===== src/rtl/codec_init_pkg.sv =====
// Shared types and constants for the codec init sequencer.
package codec_init_pkg;

    // Sequencer states.
    typedef enum logic [2:0] {
        ST_IDLE     = 3'd0,
        ST_WAIT     = 3'd1,
        ST_GAP      = 3'd2,
        ST_READY    = 3'd3,
        ST_MAN_WAIT = 3'd4,
        ST_MAN_GAP  = 3'd5,
        ST_FAIL     = 3'd6
    } state_t;

    // Error code reported when the controller never signals completion.
    localparam logic [3:0] ERR_TIMEOUT = 4'hF;

    // Default six-entry table, entry 0 in the least significant 16 bits.
    // Each entry is {register[6:0], data[8:0]}.
    localparam logic [95:0] DEFAULT_INIT_TABLE = {
        7'h06, 9'h000,
        7'h09, 9'h001,
        7'h05, 9'h000,
        7'h04, 9'h018,
        7'h07, 9'h053,
        7'h06, 9'h010
    };

    // Index width for a table of n entries, never less than one bit.
    function automatic int idx_width(input int n);
        return (n <= 2) ? 1 : $clog2(n);
    endfunction

endpackage


===== src/rtl/codec_init_rom.sv =====
// Combinational lookup of one {register, data} entry from the flat init table.
module codec_init_rom
    import codec_init_pkg::*;
#(
    parameter int N_INIT = 6,
    parameter int REG_W  = 7,
    parameter int DATA_W = 9,
    parameter int IDX_W  = 3,
    parameter logic [N_INIT*(REG_W+DATA_W)-1:0] INIT_TABLE = DEFAULT_INIT_TABLE
)(
    input  logic [IDX_W-1:0]  i_idx,
    output logic [REG_W-1:0]  o_register,
    output logic [DATA_W-1:0] o_data
);

    localparam int ENT_W = REG_W + DATA_W;

    logic [ENT_W-1:0] w_entry;

    // Select the indexed entry; indices past the table read as zero.
    always_comb begin
        w_entry = '0;
        for (int k = 0; k < N_INIT; k++) begin
            if (i_idx == IDX_W'(k)) begin
                w_entry = INIT_TABLE[k*ENT_W +: ENT_W];
            end
        end
    end

    assign o_register = w_entry[ENT_W-1:DATA_W];
    assign o_data     = w_entry[DATA_W-1:0];

endmodule


===== src/rtl/codec_init_seq.sv =====
// Table-driven codec configuration sequencer with retry, watchdog and
// inter-write gap, followed by single manual writes via req/ack.
module codec_init_seq
    import codec_init_pkg::*;
#(
    parameter int N_INIT         = 6,
    parameter int REG_W          = 7,
    parameter int DATA_W         = 9,
    parameter logic [N_INIT*(REG_W+DATA_W)-1:0] INIT_TABLE = DEFAULT_INIT_TABLE,
    parameter int MAX_RETRY      = 2,
    parameter int GAP_CYCLES     = 16,
    parameter int TIMEOUT_CYCLES = 65535,
    localparam int IDX_W         = idx_width(N_INIT)
)(
    input  logic              clk,
    input  logic              rst,
    input  logic              init_start,
    output logic              i2c_en,
    output logic [REG_W-1:0]  i2c_register,
    output logic [DATA_W-1:0] i2c_data,
    input  logic              i2c_done,
    input  logic [3:0]        i2c_error,
    output logic              init_done,
    output logic              init_fail,
    output logic [IDX_W-1:0]  fail_index,
    output logic [3:0]        last_error,
    output logic              busy,
    input  logic              man_req,
    input  logic [REG_W-1:0]  man_register,
    input  logic [DATA_W-1:0] man_data,
    output logic              man_ack,
    output logic              man_err
);

    // The index must be able to hold N_INIT ("past the last entry").
    localparam int CIDX_W  = IDX_W + 1;
    localparam int RTR_W   = (MAX_RETRY < 1) ? 1 : $clog2(MAX_RETRY + 1);
    localparam int CNT_MAX = (TIMEOUT_CYCLES > GAP_CYCLES) ? TIMEOUT_CYCLES : GAP_CYCLES;
    localparam int CNT_W   = $clog2(CNT_MAX + 1);

    state_t              r_state, w_state_nxt;
    logic [CIDX_W-1:0]   r_idx, w_idx_nxt;
    logic [RTR_W-1:0]    r_retry, w_retry_nxt;
    logic [CNT_W-1:0]    r_cnt, w_cnt_nxt;
    logic                r_en, w_en_nxt;
    logic [REG_W-1:0]    r_reg, w_reg_nxt;
    logic [DATA_W-1:0]   r_data, w_data_nxt;
    logic                r_done, w_done_nxt;
    logic                r_fail, w_fail_nxt;
    logic [IDX_W-1:0]    r_fail_idx, w_fail_idx_nxt;
    logic [3:0]          r_last_err, w_last_err_nxt;
    logic                r_man_ack, w_man_ack_nxt;
    logic                r_man_err, w_man_err_nxt;

    logic                w_idle_like;
    logic [IDX_W-1:0]    w_rom_idx;
    logic [REG_W-1:0]    w_rom_reg;
    logic [DATA_W-1:0]   w_rom_data;
    logic                w_timeout;
    logic                w_gap_end;
    logic                w_resp;
    logic [3:0]          w_err;

    // States that wait for a command; the only table load from here is entry 0.
    assign w_idle_like = (r_state == ST_IDLE) || (r_state == ST_READY) || (r_state == ST_FAIL);
    assign w_rom_idx   = w_idle_like ? '0 : r_idx[IDX_W-1:0];

    codec_init_rom #(
        .N_INIT     (N_INIT),
        .REG_W      (REG_W),
        .DATA_W     (DATA_W),
        .IDX_W      (IDX_W),
        .INIT_TABLE (INIT_TABLE)
    ) u_rom (
        .i_idx      (w_rom_idx),
        .o_register (w_rom_reg),
        .o_data     (w_rom_data)
    );

    // One counter serves both the watchdog (WAIT states) and the gap (GAP states).
    assign w_timeout = (r_cnt == CNT_W'(TIMEOUT_CYCLES - 1));
    assign w_gap_end = (r_cnt == CNT_W'(GAP_CYCLES - 1));
    assign w_resp    = i2c_done || w_timeout;
    assign w_err     = i2c_done ? i2c_error : ERR_TIMEOUT;

    // Next-state and next-register values for the whole sequencer.
    always_comb begin
        w_state_nxt    = r_state;
        w_idx_nxt      = r_idx;
        w_retry_nxt    = r_retry;
        w_cnt_nxt      = r_cnt;
        w_en_nxt       = r_en;
        w_reg_nxt      = r_reg;
        w_data_nxt     = r_data;
        w_done_nxt     = r_done;
        w_fail_nxt     = r_fail;
        w_fail_idx_nxt = r_fail_idx;
        w_last_err_nxt = r_last_err;
        w_man_ack_nxt  = 1'b0;
        w_man_err_nxt  = r_man_err;

        case (r_state)
            ST_IDLE, ST_READY, ST_FAIL: begin
                if (init_start) begin
                    w_done_nxt  = 1'b0;
                    w_fail_nxt  = 1'b0;
                    w_retry_nxt = '0;
                    w_idx_nxt   = '0;
                    w_reg_nxt   = w_rom_reg;
                    w_data_nxt  = w_rom_data;
                    w_en_nxt    = 1'b1;
                    w_cnt_nxt   = '0;
                    w_state_nxt = ST_WAIT;
                end else if ((r_state == ST_READY) && man_req) begin
                    w_reg_nxt   = man_register;
                    w_data_nxt  = man_data;
                    w_en_nxt    = 1'b1;
                    w_cnt_nxt   = '0;
                    w_state_nxt = ST_MAN_WAIT;
                end
            end

            ST_WAIT: begin
                w_cnt_nxt = r_cnt + CNT_W'(1);
                if (w_resp) begin
                    w_en_nxt  = 1'b0;
                    w_cnt_nxt = '0;
                    if (w_err == 4'h0) begin
                        w_retry_nxt = '0;
                        w_idx_nxt   = r_idx + CIDX_W'(1);
                        w_state_nxt = ST_GAP;
                    end else begin
                        w_last_err_nxt = w_err;
                        if (r_retry >= RTR_W'(MAX_RETRY)) begin
                            w_fail_idx_nxt = r_idx[IDX_W-1:0];
                            w_fail_nxt     = 1'b1;
                            w_state_nxt    = ST_FAIL;
                        end else begin
                            // Index unchanged, so GAP re-issues the same entry.
                            w_retry_nxt = r_retry + RTR_W'(1);
                            w_state_nxt = ST_GAP;
                        end
                    end
                end
            end

            ST_GAP: begin
                w_cnt_nxt = r_cnt + CNT_W'(1);
                if (w_gap_end) begin
                    w_cnt_nxt = '0;
                    if (r_idx >= CIDX_W'(N_INIT)) begin
                        w_done_nxt  = 1'b1;
                        w_state_nxt = ST_READY;
                    end else begin
                        w_reg_nxt   = w_rom_reg;
                        w_data_nxt  = w_rom_data;
                        w_en_nxt    = 1'b1;
                        w_state_nxt = ST_WAIT;
                    end
                end
            end

            ST_MAN_WAIT: begin
                w_cnt_nxt = r_cnt + CNT_W'(1);
                if (w_resp) begin
                    w_en_nxt      = 1'b0;
                    w_cnt_nxt     = '0;
                    w_man_ack_nxt = 1'b1;
                    w_man_err_nxt = (w_err != 4'h0);
                    if (w_err != 4'h0) begin
                        w_last_err_nxt = w_err;
                    end
                    w_state_nxt = ST_MAN_GAP;
                end
            end

            ST_MAN_GAP: begin
                w_cnt_nxt = r_cnt + CNT_W'(1);
                if (w_gap_end) begin
                    w_cnt_nxt   = '0;
                    w_state_nxt = ST_READY;
                end
            end

            default: begin
                w_state_nxt = ST_IDLE;
                w_en_nxt    = 1'b0;
            end
        endcase
    end

    // State and output registers; reset drops i2c_en at once to abort the controller.
    always_ff @(posedge clk or negedge rst) begin
        if (!rst) begin
            r_state    <= ST_IDLE;
            r_idx      <= '0;
            r_retry    <= '0;
            r_cnt      <= '0;
            r_en       <= 1'b0;
            r_reg      <= '0;
            r_data     <= '0;
            r_done     <= 1'b0;
            r_fail     <= 1'b0;
            r_fail_idx <= '0;
            r_last_err <= 4'h0;
            r_man_ack  <= 1'b0;
            r_man_err  <= 1'b0;
        end else begin
            r_state    <= w_state_nxt;
            r_idx      <= w_idx_nxt;
            r_retry    <= w_retry_nxt;
            r_cnt      <= w_cnt_nxt;
            r_en       <= w_en_nxt;
            r_reg      <= w_reg_nxt;
            r_data     <= w_data_nxt;
            r_done     <= w_done_nxt;
            r_fail     <= w_fail_nxt;
            r_fail_idx <= w_fail_idx_nxt;
            r_last_err <= w_last_err_nxt;
            r_man_ack  <= w_man_ack_nxt;
            r_man_err  <= w_man_err_nxt;
        end
    end

    assign i2c_en       = r_en;
    assign i2c_register = r_reg;
    assign i2c_data     = r_data;
    assign init_done    = r_done;
    assign init_fail    = r_fail;
    assign fail_index   = r_fail_idx;
    assign last_error   = r_last_err;
    assign busy         = !w_idle_like;
    assign man_ack      = r_man_ack;
    assign man_err      = r_man_err;

endmodule


===== config.mk =====
export PLATFORM = sky130hd
export DESIGN_NAME = codec_init_seq
export DESIGN_NICKNAME = d
export VERILOG_FILES = /design/src/rtl/codec_init_pkg.sv /design/src/rtl/codec_init_rom.sv /design/src/rtl/codec_init_seq.sv
export SDC_FILE = /design/constraint.sdc
export NUM_CORES = 1
export LEC_CHECK = 0
export CORE_MARGIN = 5
export CORE_UTILIZATION = 35
export DETAILED_ROUTE_END_ITERATION = 16
export DONT_BUFFER_PORTS = 1
export GPL_TIMING_DRIVEN = 0
export SYNTH_ARGS = -nofsm -noshare
export SYNTH_HDL_FRONTEND = slang
export SYNTH_HIERARCHICAL = 1
export SYNTH_SLANG_ARGS = --single-unit

===== constraint.sdc =====
create_clock -name clk -period 3.1 [get_ports clk]
set_clock_uncertainty 0.1 [all_clocks]
set_input_delay 0.155 -clock clk [delete_from_list [all_inputs] [get_ports clk]]
set_output_delay 0.155 -clock clk [all_outputs]
set_load 0.02 [all_outputs]

== After elaboration in Yosys (flattened, before gate mapping) ==
Index checks and enable logic that the tools add are counted.
Storage, ports and cells
  word-level logic and storage cells: 137
  output and inout port bits: 29
  register bits after elaboration: 53
Cells by class
  $add $sub $neg: 3
  eq/ne operators: 27
  reductions and logical operators: 27
  bitwise operators: 2
  $lt $le $gt $ge: 2
  multiplexer cells: 63
Operators by type and width (count)
  two-way mux 16 bit: 4
  two-way mux 12 bit: 4
  one-hot mux 16 bit (3 select lines): 1
  two-way mux 9 bit: 4
  two-way mux 4 bit: 8
  two-way mux 7 bit: 4
  two-way mux 3 bit: 9
  two-way mux 13 bit: 2
  != test 2 bit (second input constant): 11
  AND reduction 4 bit: 5
  AND reduction 5 bit: 4
  one-hot mux 9 bit (2 select lines): 1
  adder 16 x 1 -> 16 bit (second input constant): 1
  == test 16 bit (second input constant): 1
  == test 16 x 4 -> 1 bit (second input constant): 1
  one-hot mux 4 bit (2 select lines): 2
  == test 3 bit (second input constant): 5
  one-hot mux 3 bit (5 select lines): 1
  one-hot mux 7 bit (2 select lines): 1
  two-way mux 1 bit: 13
  == test 3 x 2 -> 1 bit (second input constant): 4
  two-way mux 2 bit: 5
  == test 3 x 1 -> 1 bit (second input constant): 2
  zero test 3 bit: 2
  20 further kinds: 29

== Logic depth before layout (Yosys ltp) ==
Gate-level depths: netlist of the first run.
  depth in word-level cells: 14
  mapped depth: 9
  mapped depth without buffers: 7

== By module ==
The synthesis of the first run kept the hierarchy.
By module, submodules not included
  codec_init_seq: cells each 306, sequential area each 1326.3 µm², area each 3104.2 µm², instances 1
  codec_init_rom: cells each 20, sequential area each 0.0 µm², area each 120.1 µm², instances 1

== Worst setup path before layout of the first run ==
Ideal clock, no wire load.
  path type: reg2reg
  from: reg r_state[0]
  to: reg r_data[6] (netlist: i2c_data[6])
  buffers on the path: 2
  arrival: 2014 ps
  cell stages (with the launch flop): 10
  required time: 2875 ps
  path slack: 862 ps
  cell sequence: dfrtp_1 buf_2 xor2_1 mux2_2 and2_1 nand2b_1 nor2_1 buf_4 mux2_2 mux2_2
Between the ends
  longest elaborated chain between the ends: 13
  elaborated cells between the ends (all ways): 28
  classes of those cells: 11 x eq/ne; 10 x mux; 7 x reduce/logical
RTL lines
  start: declaration: line codec_init_seq.sv:41  | state_t r_state, w_state_nxt;
  start signal: assignment: line codec_init_seq.sv:209  | r_state <= w_state_nxt;
  == test 3 x 2 -> 1 bit or zero test 3 bit (tied branches): line codec_init_seq.sv:65  | assign w_idle_like = (r_state == ST_IDLE) || (r_state == ST_READY) || (r_state == ST_FAIL);
  logical OR 1 bit: line codec_init_seq.sv:65
  logical OR 1 bit *: line codec_init_seq.sv:65
  two-way mux 3 bit *: line codec_init_seq.sv:66  | assign w_rom_idx = w_idle_like ? '0 : r_idx[IDX_W-1:0];
  via w_rom_idx[0]: line codec_init_seq.sv:56  | logic [IDX_W-1:0] w_rom_idx;
  == test 3 x 1 -> 1 bit: line codec_init_rom.sv:24  | if (i_idx == IDX_W'(k)) begin
  two-way mux 12 bit (3 in series): line codec_init_rom.sv:24
  two-way mux 13 bit: line codec_init_rom.sv:24
  two-way mux 13 bit *: line codec_init_rom.sv:24
  via w_rom_data[6]: line codec_init_seq.sv:58  | logic [DATA_W-1:0] w_rom_data;
  two-way mux 9 bit: line codec_init_seq.sv:151  | if (r_idx >= CIDX_W'(N_INIT)) begin
  two-way mux 9 bit: line codec_init_seq.sv:149  | if (w_gap_end) begin
  one-hot mux 9 bit (2 select lines) *: line codec_init_seq.sv:102  | case (r_state)
  end signal: assignment: line codec_init_seq.sv:215  | r_data <= w_data_nxt;
  end: declaration: line codec_init_seq.sv:47  | logic [DATA_W-1:0] r_data, w_data_nxt;
Mark *: on every way through the listed nets, which the timed path passes. The rest lies on a longest branch. The select of a mux whose other input is x is not followed.
A chain may end at the register's enable or synchronous reset.

== Worst setup path in the final report of the first run ==
Same ends and word-level chain as after synthesis.

==> out/metrics.cfg, run 1 <==
[route]
vias_per_cell=5.52
drt_iter0_drc=125
wire_per_inst_um=16.3
drc=0
antenna_left=0
vias=2539
routed_wirelength_mm=7.50
drt_first_pass_iters=7

[job]
maxCapViolations=0

[yosys]
synth_top_family_by_area=simple AND/OR/NAND/NOR gates
synthMuxAreaShare=0.140
seq_area_frac_synth=0.411
yosys_most_used_dff=dfrtp_1
synthAdderAreaFrac=0.0194
synth-seq-cells=53
yosysWarnings=6
netlist-cell-type-count=57
synth-simple-area-share=0.206
synthesis.area_um2=3220
synth-xor-area-share=0.0163
async_flop_share=1.00
synth_edf_count=0
syn_avg_cell_area_um2=9.89
synth_compound_area_frac=0.157
netlist_instances=326

[grt]
grt_max_degree=54
grt_antenna_before_repair=0
grt_pass1_vias=2393
met2_usage=0.221
busiest_layer=met2
met3_usage=0.0358
grt-ovfl-total=0
grt_pass1_wl_mm=12.2
grtUsageMet1=0.171
grt.total_usage=0.134

[cts]
insertion_delay_ps=310
cts_root_buf=clkbuf_8
clockBufferDepth=2
cts.clk_slew.worst_paths_ps=110
cts_buffers=5
cts_resized=0
post-cts-setup-buffers=0
clock_sinks=53
ctsHoldBuffers=8
h-tree-depth=2
tritoncts=done

[place]
portBuffers=0
dp.final_hpwl_mm=5.48
gp_congestion=0.822
dpl_cell_area_um2=3390

[sta]
holdWs_ps=6.53
slew-limit-headroom=0.483
fin_crit_sh=0.811
setup_viol_count_final=0
rsz0062_at_grt=false
period_minus_slack_ps=2510
tightestPinTransition_ps=770
fin_setup_tns_ps=0
drv_slew=0
hold_viol_final=0
fmax_ghz=0.398

[hold_path]
hp-class=in2reg
min_path_cells=2

[finish]
final_common_cell=dfrtp_1
design_area_um2=3590
area_growth_pct=11.3
fin_nets=378
drive_gt1_frac=0.223
antennaDiodeCount=0
mostFrequentLayoutCells=dfrtp_1 (53), mux2_2 (36), nand2_1 (35), nor2_1 (19), a21oi_1 (17)

[setup_path]
cp-end-kind=flop
cp-startpoint=r_state[0]
crit_type=reg2reg
setup.worst_path.end=i2c_data[6]
crit_required_ps=3200
rr_endpoint=i2c_data[6]
reg2reg_from=r_state[0]
path_max_fanout=10
start_kind=flop
reg2reg_slack_ps=590
crit_arrival_ps=2620
r2r_cells=9

[status]
status=complete, no violations

[pwr]
ir_drop_mv=0.245
cellPowerDensity_nw_per_um2=839
p_leak_uw=0.00149

[floorplan]
fp.dieW_um=106
pin_count=54
die_area_um2=11200
num_rows=35
initial_core_util=0.354
dieHeight_um=106
coreArea_um2=9110

cells in the mapped netlist (all sizes together), types with 2 or more instances:
library cell | n | share of area
a21o | 2 | 0.0047
nor3 | 5 | 0.0093
xor2 | 2 | 0.0054
or4 | 5 | 0.013
nand3 | 7 | 0.011
and4 | 3 | 0.010
nand2 | 35 | 0.041
buf | 18 | 0.036
clkbuf | 3 | 0.0035
a22o | 3 | 0.0082
nor2b | 5 | 0.0097
ha | 5 | 0.019
o221ai | 2 | 0.0054
o211ai | 9 | 0.021
mux2 | 39 | 0.14
and2 | 3 | 0.0058
and3 | 2 | 0.0043
o22ai | 4 | 0.0078
or3 | 5 | 0.0097
inv | 9 | 0.010
o31ai | 3 | 0.0070
nor2 | 20 | 0.024
a2111oi | 4 | 0.011
nand4 | 2 | 0.0039
o2bb2ai | 2 | 0.0054
xnor2 | 4 | 0.011
o22a | 3 | 0.0082
nand4b | 2 | 0.010
nor4 | 8 | 0.017
nand2b | 13 | 0.025
o21a | 4 | 0.0093
a21oi | 17 | 0.026
o21ai | 13 | 0.020
dfrtp | 53 | 0.41
report_power, final:
group / switching, µW / internal (µW)
clock: 253 / 164
sequential: 365 / 897
combinational: 723 / 609
per-layer routing:
layer  wire length, µm  vias up
li1                  -     1229
met1              3220     1242
met2              3640       59
met3               524        9
met4               106        0
met5                 0        -
flip-flops by register name, summed over array words and instances, names as in the netlist:
signal        count
last_error        4
man_err           1
i2c_en            1
r_state           3
r_idx             4
i2c_data          9
init_done         1
man_ack           1
r_cnt            16
init_fail         1
r_retry           2
i2c_register      7
fail_index        3
worst min path at each step:
stage,start,to,slack [ps]
after floorplan,rst,fail_index[0],-240
after global placement,rst,i2c_register[4],-240
after detailed placement,rst,i2c_register[4],-240
after CTS,man_register[5],i2c_register[5],0.8
after global routing,man_data[0],i2c_data[0],0.7
final,man_register[5],i2c_register[5],7
critical path: stages (launching register included):
cell      delay, ps
dfrtp_1         430
buf_2           270
xor2_1          170
mux2_2          300
and2_1          260
nand2b_1        170
nor2_1           70
buf_4           140
mux2_2          240
mux2_2          250
cell families (layout without fill, tap and decap cells):
family | after synthesis | after routing
simple gates | 120 | 120
compound gates | 72 | 72
flops | 53 | 53
mux | 39 | 39
buf+inv | 30 | 47
xor+xnor | 6 | 6
fa+ha+maj | 5 | 5
other cells | 1 | 7
area by class of cell:
type                       instances  area (µm²)
sequential                        53        1330
tap                              111         139
buffer                            21         126
fill                             920        5520
clock buffer                       5        68.8
inverter                           9        33.8
timing repair buffer               9         108
clock inverter                     3        25.0
multi-input combinational        249        1760
stage by stage:
step | setup slack [ps] | total power (µW) | instances | util
detailed placement | 623 | 2590 | 443 | 0.372
floorplan | 862 | 2280 | 332 | -
global placement | 655 | 2540 | 443 | 0.372
CTS | 588 | 3030 | 459 | 0.393
finish | 587 | 3010 | 460 | 0.394
global route | 428 | 3230 | 460 | 0.394
Power figures use the tool's default switching activity.
==> inputs of run 2 (changes only) <==
clock period = 2.5 ns   (was 3.1 ns; I/O delays follow)
==> run 2 against run 1 <==
Via count grew 2.8%. Count of clock-buffer cells in the layout unchanged. Hold slack improved by 57 ps. Sequential power rose by 25%. Power increased by 25%. Largest cell class unchanged. Largest power group unchanged. Cell area is 4.4% higher. Global-route usage up 0.30 points. First-iteration DRC count up 12%.
==> out/metrics.cfg, run 2 (synthesis results as in run 1) <==
[floorplan]
coreArea_um2=9110
dieHeight_um=106
die_area_um2=11200
fp.dieW_um=106
num_rows=35
initial_core_util=0.354
pin_count=54

[finish]
drive_gt1_frac=0.223
fin_nets=393
final_common_cell=dfrtp_1
largest-register=r_cnt
design_area_um2=3740
mostFrequentLayoutCells=dfrtp_1 (52), nand2_1 (35), mux2_2 (35), dlygate4sd3_1 (22), nor2_1 (19)
area_growth_pct=16.1
antennaDiodeCount=0
n_fill_cell=900
fin_util=0.411
largest_reg_flops=16

[grt]
grt_max_degree=54
grt_pass1_wl_mm=12.4
grt_antenna_before_repair=0
grt.total_usage=0.137
grt-ovfl-total=0
grt_pass1_vias=2441

[cts]
h-tree-depth=2
clockBufferDepth=2
cts_root_buf=clkbuf_8
clock_sinks=53
cts_buffers=5
tritoncts=done
cts.clk_slew.worst_paths_ps=110
insertion_delay_ps=310

[setup_path]
r2r_cells=9
crit_required_ps=2600
path_delay_family=multiplexers
start_kind=flop
slowest_delay_ps=450
reg2reg_from=r_state[0]
reg2reg_slack_ps=110
crit_path_cell_trace=buf_4 > xor2_1 > mux2_4 > and2_1 > nand2b_1 > nor2_1 > buf_4 > mux2_2 > mux2_2
setup.worst_path.end=i2c_data[6]
rr_endpoint=i2c_data[6]
crit_type=reg2reg
crit_buf_inv=2
crit_arrival_ps=2490
crit_slowest_cell=dfrtp_2
path_max_fanout=10
path_depth=9
cp-end-kind=flop
cp-startpoint=r_state[0]

[sta]
period_minus_slack_ps=2390
tightestPinTransition_ps=781
holdWs_ps=63.5
drv_slew=0
hold_viol_final=0
slew-limit-headroom=0.475
fmax_ghz=0.419
fin_setup_tns_ps=0
layout_setup_ws_ps=113
fin_crit_sh=0.955
setup_viol_count_final=0
rsz0062_at_grt=false

[place]
portBuffers=0
dp.final_hpwl_mm=5.48
gp_congestion=0.822
dpl_cell_area_um2=3390
dp_slack_ps=22.5

[route]
drt_first_pass_iters=4
vias=2610
routed_wirelength_mm=7.72
wire_per_inst_um=16.3
drc=0
antenna_left=0
drt_iter0_drc=140
vias_per_cell=5.49

[pwr]
p_leak_uw=0.00155
cellPowerDensity_nw_per_um2=1010
ir_drop_mv=0.309

[status]
status=complete, no violations

[job]
maxCapViolations=0

[hold_path]
hp-class=in2reg

-- run 2: cell types whose count changed in the layout (fill, tap and decap cells not counted), sizes merged --
cell	delta
dlygate4sd3	+14
buf	+1
-- run 2: worst register-to-register path, stage by stage, from the launching register on --
cell and delay, ps:
dfrtp_2 450, buf_4 190, xor2_1 150, mux2_4 340, and2_1 220, nand2b_1 120
nor2_1 70, buf_4 140, mux2_2 250, mux2_2 250
-- run 2: routing by layer --
metal / GRT usage / vias to the layer above / part of all wire
met5: 0 / - / 0
met4: 0.0370 / 0 / 0.0093
met3: 0.0364 / 6 / 0.076
met2: 0.228 / 82 / 0.49
li1: - / 1259 / -
met1: 0.175 / 1263 / 0.42
-- run 2: worst min path at each step --
stage           startpoint  slack (ps)  cells past startpoint               to
2_1_floorplan          rst        -270                      0    fail_index[0]
3_3_place_gp           rst        -270                      0  i2c_register[4]
3_5_place_dp           rst        -270                      0  i2c_register[4]
4_1_cts        man_data[7]           2                      2      i2c_data[7]
5_1_grt           i2c_done         130                      3    last_error[0]
6_report          i2c_done          60                      3    last_error[0]
-- run 2: final cells by class --
type | count | area [µm²] | area share
inverter | 9 | 33.8 | 0.00902
buffer | 21 | 129 | 0.0344
clock inverter | 3 | 25.0 | 0.00668
multi-input combinational | 249 | 1770 | 0.472
sequential | 53 | 1330 | 0.355
tap | 111 | 139 | 0.0371
clock buffer | 5 | 68.8 | 0.0184
timing repair buffer | 24 | 255 | 0.0682
-- run 2: metrics by stage --
stage,power (µW),cells
2_1_floorplan,2830,332
3_3_place_gp,3160,443
3_5_place_dp,3210,443
4_1_cts,3790,473
5_1_grt,4050,475
6_report,3770,475
-- run 2: what timing repair did --
item                                   in CTS  in global routing
setup endpoints to repair                   1                 25
hold buffers                               22                  1
gates resized for setup                     1                  4
setup buffers                               0                  1
endpoints found under the hold margin      73                  1
cloned                                      0                  0
-- run 2: power by group --
part	internal [µW]	total [µW]	switching [µW]
clock	203	516	313
combinational	785	1690	906
sequential	1110	1570	452
total	2100	3770	1670
